`src/rtl/pc_sequencer_pkg.sv`:
```
// Shared types for the fetch-stage program-counter sequencer: condition codes,
// branch kinds, FSM states and flag bit positions.
package pc_seq_pkg;

  typedef enum logic [3:0] {
    EQ, NE, CS, CC, MI, PL, VS, VC, HI, LS, GE, LT, GT, LE, AL, NV
  } cond_e;

  typedef enum logic [1:0] {
    BR_SEQ, BR_REG, BR_REL, BR_LINK
  } br_e;

  typedef enum logic [1:0] {
    S_IDLE, S_RUN, S_HALT
  } state_e;

  // Bit positions within the {N,Z,C,V} flag vector
  localparam int FLAG_N = 3;
  localparam int FLAG_Z = 2;
  localparam int FLAG_C = 1;
  localparam int FLAG_V = 0;

  function automatic logic is_redirect(input br_e br);
    return (br != BR_SEQ);
  endfunction

endpackage

```
`src/rtl/pc_sequencer_if.sv`:
```
// Control/status bundle between the pipeline front-end and the PC sequencer.
// master = pipeline control that drives requests, slave = the sequencer.
interface pc_sequencer_if
  import pc_seq_pkg::*;
#(
  parameter int XLEN  = 32,
  parameter int IMM_W = 24
);
  logic              start;
  logic              halt;
  logic              stall;
  br_e               Branch;
  cond_e             Cond;
  logic              FlagsWrite;
  logic [3:0]        ALUFlags;
  logic [IMM_W-1:0]  Imm;
  logic [XLEN-1:0]   RegTarget;
  logic [XLEN-1:0]   PC;
  logic              PCSrc;
  logic              LinkWE;
  logic [XLEN-1:0]   LinkAddr;
  logic              Running;
  logic              Halted;

  modport master (
    output start, halt, stall, Branch, Cond, FlagsWrite, ALUFlags, Imm, RegTarget,
    input  PC, PCSrc, LinkWE, LinkAddr, Running, Halted
  );

  modport slave (
    input  start, halt, stall, Branch, Cond, FlagsWrite, ALUFlags, Imm, RegTarget,
    output PC, PCSrc, LinkWE, LinkAddr, Running, Halted
  );

endinterface

```
`src/rtl/pc_sequencer_cond_eval.sv`:
```
// Combinational ARM-style condition evaluation of a condition code against {N,Z,C,V}.
module cond_eval
  import pc_seq_pkg::*;
(
  input  cond_e       cond,
  input  logic [3:0]  flags,
  output logic        cond_ex
);

  logic n_s;
  logic z_s;
  logic c_s;
  logic v_s;

  assign n_s = flags[FLAG_N];
  assign z_s = flags[FLAG_Z];
  assign c_s = flags[FLAG_C];
  assign v_s = flags[FLAG_V];

  // Condition code decode
  always_comb begin
    cond_ex = 1'b0;
    case (cond)
      EQ:      cond_ex = z_s;
      NE:      cond_ex = ~z_s;
      CS:      cond_ex = c_s;
      CC:      cond_ex = ~c_s;
      MI:      cond_ex = n_s;
      PL:      cond_ex = ~n_s;
      VS:      cond_ex = v_s;
      VC:      cond_ex = ~v_s;
      HI:      cond_ex = c_s & ~z_s;
      LS:      cond_ex = ~c_s | z_s;
      GE:      cond_ex = (n_s == v_s);
      LT:      cond_ex = (n_s != v_s);
      GT:      cond_ex = ~z_s & (n_s == v_s);
      LE:      cond_ex = z_s | (n_s != v_s);
      AL:      cond_ex = 1'b1;
      NV:      cond_ex = 1'b0;
      default: cond_ex = 1'b0;
    endcase
  end

endmodule

```
`src/rtl/pc_sequencer.sv`:
```
// Fetch-stage PC sequencer: start/halt FSM, registered ALU flags, and next-PC
// selection among sequential, PC-relative, branch-and-link and register jump.
module pc_sequencer
  import pc_seq_pkg::*;
#(
  parameter int              XLEN        = 32,
  parameter int              IMM_W       = 24,
  parameter int              IMM_SHIFT   = 0,
  parameter int              INSTR_BYTES = 4,
  parameter logic [XLEN-1:0] RESET_VEC   = {XLEN{1'b0}}
)
(
  input  logic            clk,
  input  logic            reset,
  pc_sequencer_if.slave   bus
);

  state_e            state_r;
  state_e            state_next_s;
  logic [XLEN-1:0]   pc_r;
  logic [XLEN-1:0]   pc_next_s;
  logic [3:0]        flags_r;
  logic              pcsrc_r;
  logic              pcsrc_next_s;
  logic              linkwe_r;
  logic              linkwe_next_s;
  logic [XLEN-1:0]   linkaddr_r;
  logic [XLEN-1:0]   linkaddr_next_s;
  logic              running_r;
  logic              halted_r;
  logic              cond_ex_s;
  logic              taken_s;
  logic [XLEN-1:0]   imm_ext_s;
  logic [XLEN-1:0]   rel_target_s;
  logic [XLEN-1:0]   seq_pc_s;

  cond_eval u_cond_eval (
    .cond    (bus.Cond),
    .flags   (flags_r),
    .cond_ex (cond_ex_s)
  );

  // Flags are evaluated from the register, so a write this cycle only affects the next one
  assign taken_s      = cond_ex_s & is_redirect(bus.Branch);
  assign imm_ext_s    = {{(XLEN-IMM_W){bus.Imm[IMM_W-1]}}, bus.Imm};
  assign rel_target_s = pc_r + (imm_ext_s << IMM_SHIFT);
  assign seq_pc_s     = pc_r + XLEN'(INSTR_BYTES);

  // Next-state and next-PC selection; halt > stall > branch > sequential
  always_comb begin
    state_next_s    = state_r;
    pc_next_s       = pc_r;
    pcsrc_next_s    = 1'b0;
    linkwe_next_s   = 1'b0;
    linkaddr_next_s = linkaddr_r;
    case (state_r)
      S_IDLE: begin
        if (bus.start) begin
          state_next_s = S_RUN;
        end else begin
          state_next_s = S_IDLE;
        end
      end
      S_RUN: begin
        if (bus.halt) begin
          state_next_s = S_HALT;
        end else if (bus.stall) begin
          pc_next_s = pc_r;
        end else if (taken_s) begin
          pcsrc_next_s = 1'b1;
          case (bus.Branch)
            BR_REG:  pc_next_s = bus.RegTarget;
            BR_REL:  pc_next_s = rel_target_s;
            BR_LINK: begin
              pc_next_s       = rel_target_s;
              linkwe_next_s   = 1'b1;
              linkaddr_next_s = seq_pc_s;
            end
            default: pc_next_s = seq_pc_s;
          endcase
        end else begin
          pc_next_s = seq_pc_s;
        end
      end
      S_HALT: begin
        state_next_s = S_HALT;
      end
      default: begin
        state_next_s = S_IDLE;
      end
    endcase
  end

  // State, PC and link registers
  always_ff @(posedge clk) begin
    if (reset) begin
      state_r    <= S_IDLE;
      pc_r       <= RESET_VEC;
      pcsrc_r    <= 1'b0;
      linkwe_r   <= 1'b0;
      linkaddr_r <= {XLEN{1'b0}};
      running_r  <= 1'b0;
      halted_r   <= 1'b0;
    end else begin
      state_r    <= state_next_s;
      pc_r       <= pc_next_s;
      pcsrc_r    <= pcsrc_next_s;
      linkwe_r   <= linkwe_next_s;
      linkaddr_r <= linkaddr_next_s;
      running_r  <= (state_next_s == S_RUN);
      halted_r   <= (state_next_s == S_HALT);
    end
  end

  // Flag register, written in every state
  always_ff @(posedge clk) begin
    if (reset) begin
      flags_r <= 4'b0000;
    end else if (bus.FlagsWrite) begin
      flags_r <= bus.ALUFlags;
    end else begin
      flags_r <= flags_r;
    end
  end

  assign bus.PC       = pc_r;
  assign bus.PCSrc    = pcsrc_r;
  assign bus.LinkWE   = linkwe_r;
  assign bus.LinkAddr = linkaddr_r;
  assign bus.Running  = running_r;
  assign bus.Halted   = halted_r;

endmodule

```
`src/flat_wrapper.sv`:
```
// flat-port wrapper written by rule: the top's interface ports become plain ports
module pc_sequencer_flat import pc_seq_pkg::*;
#(
  parameter int              XLEN        = 32,
  parameter int              IMM_W       = 24,
  parameter int              IMM_SHIFT   = 0,
  parameter int              INSTR_BYTES = 4,
  parameter logic [XLEN-1:0] RESET_VEC   = {XLEN{1'b0}}
)
  (clk, reset, bus_start, bus_halt, bus_stall, bus_Branch, bus_Cond, bus_FlagsWrite, bus_ALUFlags, bus_Imm, bus_RegTarget, bus_PC, bus_PCSrc, bus_LinkWE, bus_LinkAddr, bus_Running, bus_Halted);
  pc_sequencer_if #(.XLEN(XLEN), .IMM_W(IMM_W)) bus_i ();
  input  logic clk;
  input  logic reset;
  input wire logic [$bits(bus_i.start)-1:0] bus_start;
  input wire logic [$bits(bus_i.halt)-1:0] bus_halt;
  input wire logic [$bits(bus_i.stall)-1:0] bus_stall;
  input wire logic [$bits(bus_i.Branch)-1:0] bus_Branch;
  input wire logic [$bits(bus_i.Cond)-1:0] bus_Cond;
  input wire logic [$bits(bus_i.FlagsWrite)-1:0] bus_FlagsWrite;
  input wire logic [$bits(bus_i.ALUFlags)-1:0] bus_ALUFlags;
  input wire logic [$bits(bus_i.Imm)-1:0] bus_Imm;
  input wire logic [$bits(bus_i.RegTarget)-1:0] bus_RegTarget;
  output wire logic [$bits(bus_i.PC)-1:0] bus_PC;
  output wire logic [$bits(bus_i.PCSrc)-1:0] bus_PCSrc;
  output wire logic [$bits(bus_i.LinkWE)-1:0] bus_LinkWE;
  output wire logic [$bits(bus_i.LinkAddr)-1:0] bus_LinkAddr;
  output wire logic [$bits(bus_i.Running)-1:0] bus_Running;
  output wire logic [$bits(bus_i.Halted)-1:0] bus_Halted;
  assign bus_i.start = bus_start;
  assign bus_i.halt = bus_halt;
  assign bus_i.stall = bus_stall;
  assign bus_i.Branch = bus_Branch;
  assign bus_i.Cond = bus_Cond;
  assign bus_i.FlagsWrite = bus_FlagsWrite;
  assign bus_i.ALUFlags = bus_ALUFlags;
  assign bus_i.Imm = bus_Imm;
  assign bus_i.RegTarget = bus_RegTarget;
  assign bus_PC = bus_i.PC;
  assign bus_PCSrc = bus_i.PCSrc;
  assign bus_LinkWE = bus_i.LinkWE;
  assign bus_LinkAddr = bus_i.LinkAddr;
  assign bus_Running = bus_i.Running;
  assign bus_Halted = bus_i.Halted;
  pc_sequencer #(.XLEN(XLEN), .IMM_W(IMM_W), .IMM_SHIFT(IMM_SHIFT), .INSTR_BYTES(INSTR_BYTES), .RESET_VEC(RESET_VEC)) u_core (.clk(clk), .reset(reset), .bus(bus_i));
endmodule
```
`config.mk`:
```
export PLATFORM = sky130hd
export DESIGN_NAME = pc_sequencer_flat
export DESIGN_NICKNAME = d
export VERILOG_FILES = /design/src/rtl/pc_sequencer_pkg.sv /design/src/rtl/pc_sequencer_if.sv /design/src/rtl/pc_sequencer_cond_eval.sv /design/src/rtl/pc_sequencer.sv /design/src/flat_wrapper.sv
export SDC_FILE = /design/constraint.sdc
export NUM_CORES = 1
export LEC_CHECK = 0
export BUFFER_PORTS_ARGS = -buffer_cell sky130_fd_sc_hd__buf_2
export CAP_MARGIN = 15
export CORE_MARGIN = 8
export CORE_UTILIZATION = 59
export CTS_CLUSTER_SIZE = 40
export DETAILED_ROUTE_END_ITERATION = 10
export PLACE_DENSITY = 0.94
export SETUP_SLACK_MARGIN = 0.15
export SLEW_MARGIN = 0
export SYNTH_ARGS = -nofsm -noshare
export SYNTH_HDL_FRONTEND = slang
export SYNTH_SLANG_ARGS = --single-unit
```
`constraint.sdc`:
```
create_clock -name clk -period 5.4 [get_ports clk]
set_input_delay 0.81 -clock clk [delete_from_list [all_inputs] [get_ports clk]]
set_output_delay 0.81 -clock clk [all_outputs]
set_load 0.05 [all_outputs]
```
==> results of run 1 <==
[state kept, by name, summed over array words and instances (netlist names)]
signal	cells
u_core.bus.Halted	1
u_core.flags_r	4
u_core.bus.Running	1
u_core.bus.PC	32
u_core.bus.PCSrc	1
u_core.bus.LinkWE	1
u_core.state_r	2
u_core.bus.LinkAddr	32
[worst min path at each step]
stage / startpoint / end / slack, ns / cells after the start
2_1_floorplan: u_core.state_r[1] / u_core.bus.Running / 0.44 / 1
3_3_place_gp: u_core.bus.LinkAddr[3] / u_core.bus.LinkAddr[3] / 0.44 / 2
3_5_place_dp: u_core.bus.LinkAddr[1] / u_core.bus.LinkAddr[1] / 0.45 / 2
4_1_cts: u_core.bus.LinkAddr[1] / u_core.bus.LinkAddr[1] / 0.47 / 2
5_1_grt: u_core.bus.LinkAddr[0] / u_core.bus.LinkAddr[0] / 0.49 / 2
6_report: u_core.bus.LinkAddr[1] / u_core.bus.LinkAddr[1] / 0.46 / 2
[layer usage]
metal	wire length (um)	vias to the layer above	track usage, %
met4	456	0	11.3
met5	0	-	0
li1	-	2814	-
met2	8070	341	42.1
met1	7040	2747	32.4
met3	1750	38	3.96
[through the flow]
step           cell area, um^2  setup slack, ns  hold slack, ns
2_1_floorplan             5650             2.35           0.442
3_5_place_dp              6300             1.50           0.453
4_1_cts                   6490             1.85           0.466
5_1_grt                   6490             1.63           0.490
3_3_place_gp              6300             1.69           0.441
6_report                  6490             1.82           0.464
[logic make-up (layout without fill, tap and decap cells)]
family          after synthesis  count (layout)
flops                        74              74
xor+xnor                     57              57
buf+inv                      58             174
fa+ha+maj                    33              33
simple gates                246             246
compound gates              225             225
mux                           9               9
[critical path, stage by stage]
cell                       delay [ns]
sky130_fd_sc_hd__buf_2           0.12
sky130_fd_sc_hd__mux4_2          0.51
sky130_fd_sc_hd__nand2b_1        0.10
sky130_fd_sc_hd__nand2_2         0.08
sky130_fd_sc_hd__xor2_4          0.26
sky130_fd_sc_hd__o21ai_2         0.08
sky130_fd_sc_hd__buf_4           0.25
sky130_fd_sc_hd__nor2_4          0.16
sky130_fd_sc_hd__and3_2          0.71
sky130_fd_sc_hd__buf_4           0.40
sky130_fd_sc_hd__nor2_1          0.09
sky130_fd_sc_hd__a211oi_1        0.24
[final cells by class]
| type | count | area share [%] |
|---|---|---|
| multi-input cells | 570 | 59.7 |
| flip-flops and latches | 74 | 22.8 |
| repair buffers | 145 | 11.4 |
| well taps | 129 | 2.49 |
| clock buffers | 9 | 1.91 |
| clock inverters | 7 | 0.945 |
| inverters | 13 | 0.752 |
[synth_stat cells (13+ instances only)]
library cell,n
sky130_fd_sc_hd__nor3_1,21
sky130_fd_sc_hd__a21oi_1,61
sky130_fd_sc_hd__nand2_1,59
sky130_fd_sc_hd__and3_1,13
sky130_fd_sc_hd__nor2_1,81
sky130_fd_sc_hd__xor2_1,22
sky130_fd_sc_hd__a21o_1,13
sky130_fd_sc_hd__clkbuf_1,18
sky130_fd_sc_hd__ha_1,32
sky130_fd_sc_hd__xnor2_1,34
sky130_fd_sc_hd__o21ai_0,28
sky130_fd_sc_hd__nand3_1,26
sky130_fd_sc_hd__dfxtp_1,74
sky130_fd_sc_hd__inv_1,13
sky130_fd_sc_hd__a211oi_2,21
sky130_fd_sc_hd__a211oi_1,14
[power by group through the flow]
stage	clock, W	sequential (W)	combinational [W]
floorplan	0	0.000613	0.000180
global placement	0	0.000587	0.000272
detailed placement	0	0.000588	0.000278
CTS	0.000412	0.000575	0.000280
global route	0.000432	0.000577	0.000307
finish	0.000414	0.000575	0.000285
==> flow_summary.yaml, run 1 <==
finish:
  antenna-diode-count: 0
  most_common_cell_after_layout_fill_and_taps_aside: "sky130_fd_sc_hd__buf_2"
  fillers: 761
  areaGrowthSynthToFinish_pct: 14.8
  final_non_filler_cell_total: 947
  most-common-layout-cells: "sky130_fd_sc_hd__buf_2, sky130_fd_sc_hd__nor2_1, sky130_fd_sc_hd__dfxtp_1, sky130_fd_sc_hd__a21oi_1, sky130_fd_sc_hd__nand2_1"
  seqCellArea_um2: 1480
  multiInputGateArea_um2: 3870
  nets: 918
  post_route_cells_drive_above_1_share_pct: 25.2
  utilization_pct: 69.9
timing:
  timing.setup.tns_ns: 0
  layout_min_cycle_time_ns: 3.58
  slew_margin_rel_pct: 38.6
  worst_clock_skew_ns: 0.0149
  setup_viol: 0
  final_hold_viol_count: 0
  worst_slew_pin_slew_ns: 0.921
  maxClockFrequency_mhz: 280
  slew_viol_final: 0
  rsz0062_at_grt: "no"
  post-route-period-util_pct: 66.3
floorplan:
  core_ar_um2: 9280
  design.die.area_um2: 13000
  ios: 140
  floorplan.die.height_um: 114
  die-width_um: 114
  placementRows: 35
  start_util_pct: 60.9
yosys:
  edff_count_synth: 0
  synthesis.yosys.warnings: 0
  yosys.area.top_type_share_pct: 26.2
  synth_cell_type_count: 74
  synth_nets: 807
  post_synth_main_area_contributors: "sky130_fd_sc_hd__dfxtp_1, sky130_fd_sc_hd__ha_1, sky130_fd_sc_hd__a21oi_1"
  synth.avg_cell_area_um2: 8.05
  postSynth.topFlopCell: "sky130_fd_sc_hd__dfxtp_1"
  synthSimpleGateAreaFrac_pct: 20.8
  synthArstFlopShare_pct: 0
  synth_mux_area_share_pct: 1.84
  netlist_area_um2: 5650
  ys_seq_elements: 74
  yosys.area_share.adder_pct: 7.44
  synth-seq-area-share_pct: 26.2
  synth_xor_area_share_pct: 9.17
  synth-compound-area-share_pct: 29.2
  netlist.top_cell.by_area: "sky130_fd_sc_hd__dfxtp_1"
  number_of_instances_in_the_synthesized_netlist: 702
  dominant_combinational_cell_family_by_area_after_synthesis: "compound AO/OA/AOI/OAI gates"
worst_setup_path:
  cp-startpoint: "bus_Cond[1]"
  crit_fanout: 39
  worstSetupEndpointType: "flop"
  crit_path_end: "u_core.bus.LinkAddr[19]"
  reg2reg_depth: 11
  arrival_ns: 3.83
  worstReg2RegStart: "u_core.flags_r[0]"
  timing.critical_path.from_type: "primary input"
  timing.rr.end: "u_core.bus.LinkAddr[19]"
  ff2ff_setup_slack_ns: 2.07
  critPathRequiredTime_ns: 5.66
  setup.worst_path.class: "in2reg"
clock_tree:
  quantity_of_gates_resized_following_cts: 0
  clock_root_cell: "sky130_fd_sc_hd__clkbuf_8"
  ctsLongestPathBuffers: 2
  worst_setup_hold_path_clk_slew_ns: 0.09
  cts_buffers: 9
  buffers_inserted_by_post_cts_timing_repair: 0
  postCtsHoldBufs: 0
  htreeDepth: 3
  clk-insertion-delay-late_ns: 0.36
  clkSinkCount: 74
  cts_tree: "yes"
placement:
  post-place-cells: 931
  post-dp-hpwl_um: 13200
  gp_routability_congestion: 0.980
  port-buffer-count: 139
power:
  power.static_leakage_nw: 2.69
  power_frac_comb_pct: 22.4
  share_seq_of_total_power_pct: 45.1
  irDropWorstVdd_uv: 114
  netSwitchingPower_w: 0.000439
  totalPowerFinal_w: 0.00127
  cellInternalPower_w: 0.000836
  power_per_cell_area_nw_per_um2: 196
  switching_share_pct: 34.4
  clockPowerShare_pct: 32.5
global_route:
  global_route_wire_length_before_repair_um: 27100
  groute.usage.overall_pct: 25.6
  grt_max_degree: 41
  global_route.overflow_total: 0
  antenna_violations_before_repair: 0
  first_global_vias: 5521
route:
  detailed_route_wire_length_per_cell_um: 18.3
  drc_errors: 0
  avgViaCountPerCell: 6.27
  drtPass1Iterations: 6
  wire_length_reported_by_the_detailed_router_um: 17300
  drt_iter0_drc: 798
  dr_total_vias: 5940
  ant_nets: 0
flow_run:
  cap_viol_max_count: 0
run_status:
  status: "finished clean"
hold_path:
  timing.hold.worst.class: "reg2reg"
No activity file was read; power rests on OpenSTA's default activity.
==> run 2: changes to the inputs <==
--- a/config.mk
+++ b/config.mk
@@ -5,13 +5,14 @@
 export SDC_FILE = /design/constraint.sdc
 export NUM_CORES = 1
 export LEC_CHECK = 0
+export ABC_AREA = 1
 export BUFFER_PORTS_ARGS = -buffer_cell sky130_fd_sc_hd__buf_2
 export CAP_MARGIN = 15
 export CORE_MARGIN = 8
-export CORE_UTILIZATION = 59
+export CORE_UTILIZATION = 51
 export CTS_CLUSTER_SIZE = 40
 export DETAILED_ROUTE_END_ITERATION = 10
-export PLACE_DENSITY = 0.94
+export PLACE_DENSITY = 0.85
 export SETUP_SLACK_MARGIN = 0.15
 export SLEW_MARGIN = 0
 export SYNTH_ARGS = -nofsm -noshare
==> constraint.sdc (replaced) <==
create_clock -name clk -period 3.1 [get_ports clk]
set_input_delay 0.465 -clock clk [delete_from_list [all_inputs] [get_ports clk]]
set_output_delay 0.465 -clock clk [all_outputs]
set_load 0.05 [all_outputs]
==> flow_summary.yaml, run 2 <==
power:
  irDropWorstVdd_uv: 238
  share_seq_of_total_power_pct: 40.7
  switching_share_pct: 29.4
  power_per_cell_area_nw_per_um2: 317
  netSwitchingPower_w: 0.000707
  power.static_leakage_nw: 3.92
  power_frac_comb_pct: 17.6
  cellInternalPower_w: 0.00170
  clockPowerShare_pct: 41.7
floorplan:
  placementRows: 41
  start_util_pct: 51.9
  ios: 140
  floorplan.die.height_um: 129
  core_ar_um2: 12600
  design.die.area_um2: 16700
  die-width_um: 129
timing:
  fin_ws_ns: 0.657
  post-route-period-util_pct: 78.8
  rsz0062_at_grt: "no"
  timing.setup.tns_ns: 0
  worst_slew_pin_slew_ns: 0.902
  final_hold_viol_count: 0
  worst_clock_skew_ns: 0.00496
  setup_viol: 0
  slew_margin_rel_pct: 39.8
  slew_viol_final: 0
  maxClockFrequency_mhz: 409
  layout_min_cycle_time_ns: 2.44
clock_tree:
  htreeDepth: 3
  clkSinkCount: 74
  quantity_of_gates_resized_following_cts: 0
  worst_setup_hold_path_clk_slew_ns: 0.06
  postCtsHoldBufs: 0
  ctsLongestPathBuffers: 2
  clk-insertion-delay-late_ns: 0.34
  cts_buffers: 9
  buffers_inserted_by_post_cts_timing_repair: 0
  cts_tree: "yes"
  clock_root_cell: "sky130_fd_sc_hd__clkbuf_16"
route:
  drc_errors: 0
  ant_nets: 0
  wire_length_reported_by_the_detailed_router_um: 21900
  dr_total_vias: 7694
  drt_iter0_drc: 674
  avgViaCountPerCell: 5.40
  drtPass1Iterations: 5
  detailed_route_wire_length_per_cell_um: 15.3
placement:
  post-dp-hpwl_um: 17600
  gp_routability_congestion: 0.990
  port-buffer-count: 139
  dp_slack_ns: 0.563
yosys:
  netlist.top_cell.by_area: "sky130_fd_sc_hd__nand2_1"
  synth-seq-area-share_pct: 22.7
  synth.avg_cell_area_um2: 5.79
  postSynth.topFlopCell: "sky130_fd_sc_hd__dfxtp_1"
  yosysMostFrequentCell: "sky130_fd_sc_hd__nand2_1"
  ys_seq_elements: 74
  edff_count_synth: 0
  synth_common_cells: "sky130_fd_sc_hd__nand2_1, sky130_fd_sc_hd__nand3_1, sky130_fd_sc_hd__inv_1"
  synth_cell_type_count: 39
  synthesis.yosys.warnings: 0
  netlist_area_um2: 6520
  number_of_instances_in_the_synthesized_netlist: 1127
  yosys.area.top_type_share_pct: 23.5
  post_synth_main_area_contributors: "sky130_fd_sc_hd__nand2_1, sky130_fd_sc_hd__dfxtp_1, sky130_fd_sc_hd__nand3_1"
  synthArstFlopShare_pct: 0
  synth_nets: 1232
worst_setup_path:
  ff2ff_setup_slack_ns: 0.66
  critPathRequiredTime_ns: 3.34
  timing.critical_path.from_type: "flop"
  worstSetupEndpointType: "flop"
  arrival_ns: 2.68
  setup.worst_path.class: "reg2reg"
  crit_fanout: 4
global_route:
  first_global_vias: 7156
  global_route_wire_length_before_repair_um: 34700
  global_route.overflow_total: 0
  groute.usage.overall_pct: 25.9
  grt_max_degree: 42
  antenna_violations_before_repair: 0
finish:
  seqCellArea_um2: 1480
  multiInputGateArea_um2: 4360
  fillers: 1269
  most-common-layout-cells: "sky130_fd_sc_hd__nand2_1, sky130_fd_sc_hd__buf_2, sky130_fd_sc_hd__nand3_1, sky130_fd_sc_hd__inv_1, sky130_fd_sc_hd__nor2_1"
  nets: 1352
  post_route_cells_drive_above_1_share_pct: 14.8
  areaGrowthSynthToFinish_pct: 16.3
  most_common_cell_after_layout_fill_and_taps_aside: "sky130_fd_sc_hd__nand2_1"
  antenna-diode-count: 0
run_status:
  status: "finished clean"
flow_run:
  cap_viol_max_count: 0
hold_path:
  timing.hold.worst.class: "in2reg"
## run 2: changes by cell type after synthesis, moves of 10 or more
| cell | change |
|---|---|
| sky130_fd_sc_hd__nand2_1 | +349 |
| sky130_fd_sc_hd__nand2b_1 | -10 |
| sky130_fd_sc_hd__a211oi_1 | -10 |
| sky130_fd_sc_hd__nand4_1 | +15 |
| sky130_fd_sc_hd__nand3_1 | +104 |
| sky130_fd_sc_hd__a22oi_1 | -12 |
| sky130_fd_sc_hd__inv_1 | +106 |
| sky130_fd_sc_hd__and3_1 | -13 |
| sky130_fd_sc_hd__a21o_1 | -13 |
| sky130_fd_sc_hd__a211oi_2 | -21 |
| sky130_fd_sc_hd__nor2_1 | +13 |
| sky130_fd_sc_hd__a221oi_1 | -10 |
| sky130_fd_sc_hd__xnor2_1 | -25 |
| sky130_fd_sc_hd__a21oi_1 | +11 |
## run 2: worst paths after layout
check / startpoint / endpoint / cells after the start
worst min register to register: u_core.bus.LinkAddr[17] / u_core.bus.LinkAddr[17] / 2
worst max-delay path: u_core.bus.PC[0] / u_core.bus.PC[30] / 17
worst max register to register: u_core.bus.PC[0] / u_core.bus.PC[30] / 17
worst min-delay path: bus_ALUFlags[1] / u_core.flags_r[1] / 3
## run 2: cell type report
class	instances	area share, %
well taps	172	2.84
repair buffers	149	10.2
clock inverters	4	0.330
multi-input cells	889	57.5
clock buffers	12	3.51
flip-flops and latches	74	19.5
inverters	124	6.17
## run 2: worst max-delay path, stage by stage, from the launching register on
cell	delay, ns
sky130_fd_sc_hd__dfxtp_1	0.45
sky130_fd_sc_hd__ha_1	0.29
sky130_fd_sc_hd__inv_1	0.07
sky130_fd_sc_hd__fa_1	0.39
sky130_fd_sc_hd__inv_1	0.09
sky130_fd_sc_hd__nand3_1	0.07
sky130_fd_sc_hd__nand3_1	0.16
sky130_fd_sc_hd__nand2_1	0.09
sky130_fd_sc_hd__nand2_1	0.09
sky130_fd_sc_hd__nand2_1	0.07
sky130_fd_sc_hd__nand2_1	0.11
sky130_fd_sc_hd__nand3_1	0.09
sky130_fd_sc_hd__nand2_1	0.09
sky130_fd_sc_hd__nand2_1	0.05
sky130_fd_sc_hd__nand3_1	0.06
sky130_fd_sc_hd__nand2_1	0.05
sky130_fd_sc_hd__nand2_1	0.05
sky130_fd_sc_hd__nand2_1	0.04
## run 2: metrics by stage
| step | hold slack [ns] | cell area [um^2] | std cells | total power [W] | utilization [%] |
|---|---|---|---|---|---|
| 2_1_floorplan | 0.448 | 6520 | 1127 | 0.00130 | - |
| 3_3_place_gp | 0.445 | 7290 | 1408 | 0.00141 | 58.0 |
| 3_5_place_dp | 0.450 | 7290 | 1408 | 0.00141 | 58.0 |
| 4_1_cts | 0.344 | 7590 | 1424 | 0.00241 | 60.4 |
| 5_1_grt | 0.356 | 7590 | 1424 | 0.00250 | 60.4 |
| 6_report | 0.350 | 7590 | 1424 | 0.00241 | 60.4 |
## run 2: per-layer routing
metal	global-route usage, %	vias to the layer above	part of all wire (%)
li1	-	3877	-
met1	34.5	3477	45
met2	42.2	308	45
met3	3.33	32	8.2
met4	9.40	0	2.0
met5	0	-	0
## run 2: logic make-up (layout without fill, tap and decap cells)
logic type / count (synthesis) / in the layout / share of synthesized area, %
simple gates: 708 / 708 / 46.8
buf+inv: 164 / 289 / 10.5
compound gates: 120 / 120 / 9.75
flops: 74 / 74 / 22.7
fa+ha+maj: 33 / 33 / 6.45
xor+xnor: 28 / 28 / 3.76
## run 2: power groups by stage
stage,clock (W),sequential (W),combinational (W)
finish,0.00100,0.000979,0.000422
global route,0.00106,0.000980,0.000463
floorplan,0,0.00102,0.000283
detailed placement,0,0.000999,0.000412
CTS,0.00101,0.000979,0.000414
global placement,0,0.000999,0.000406
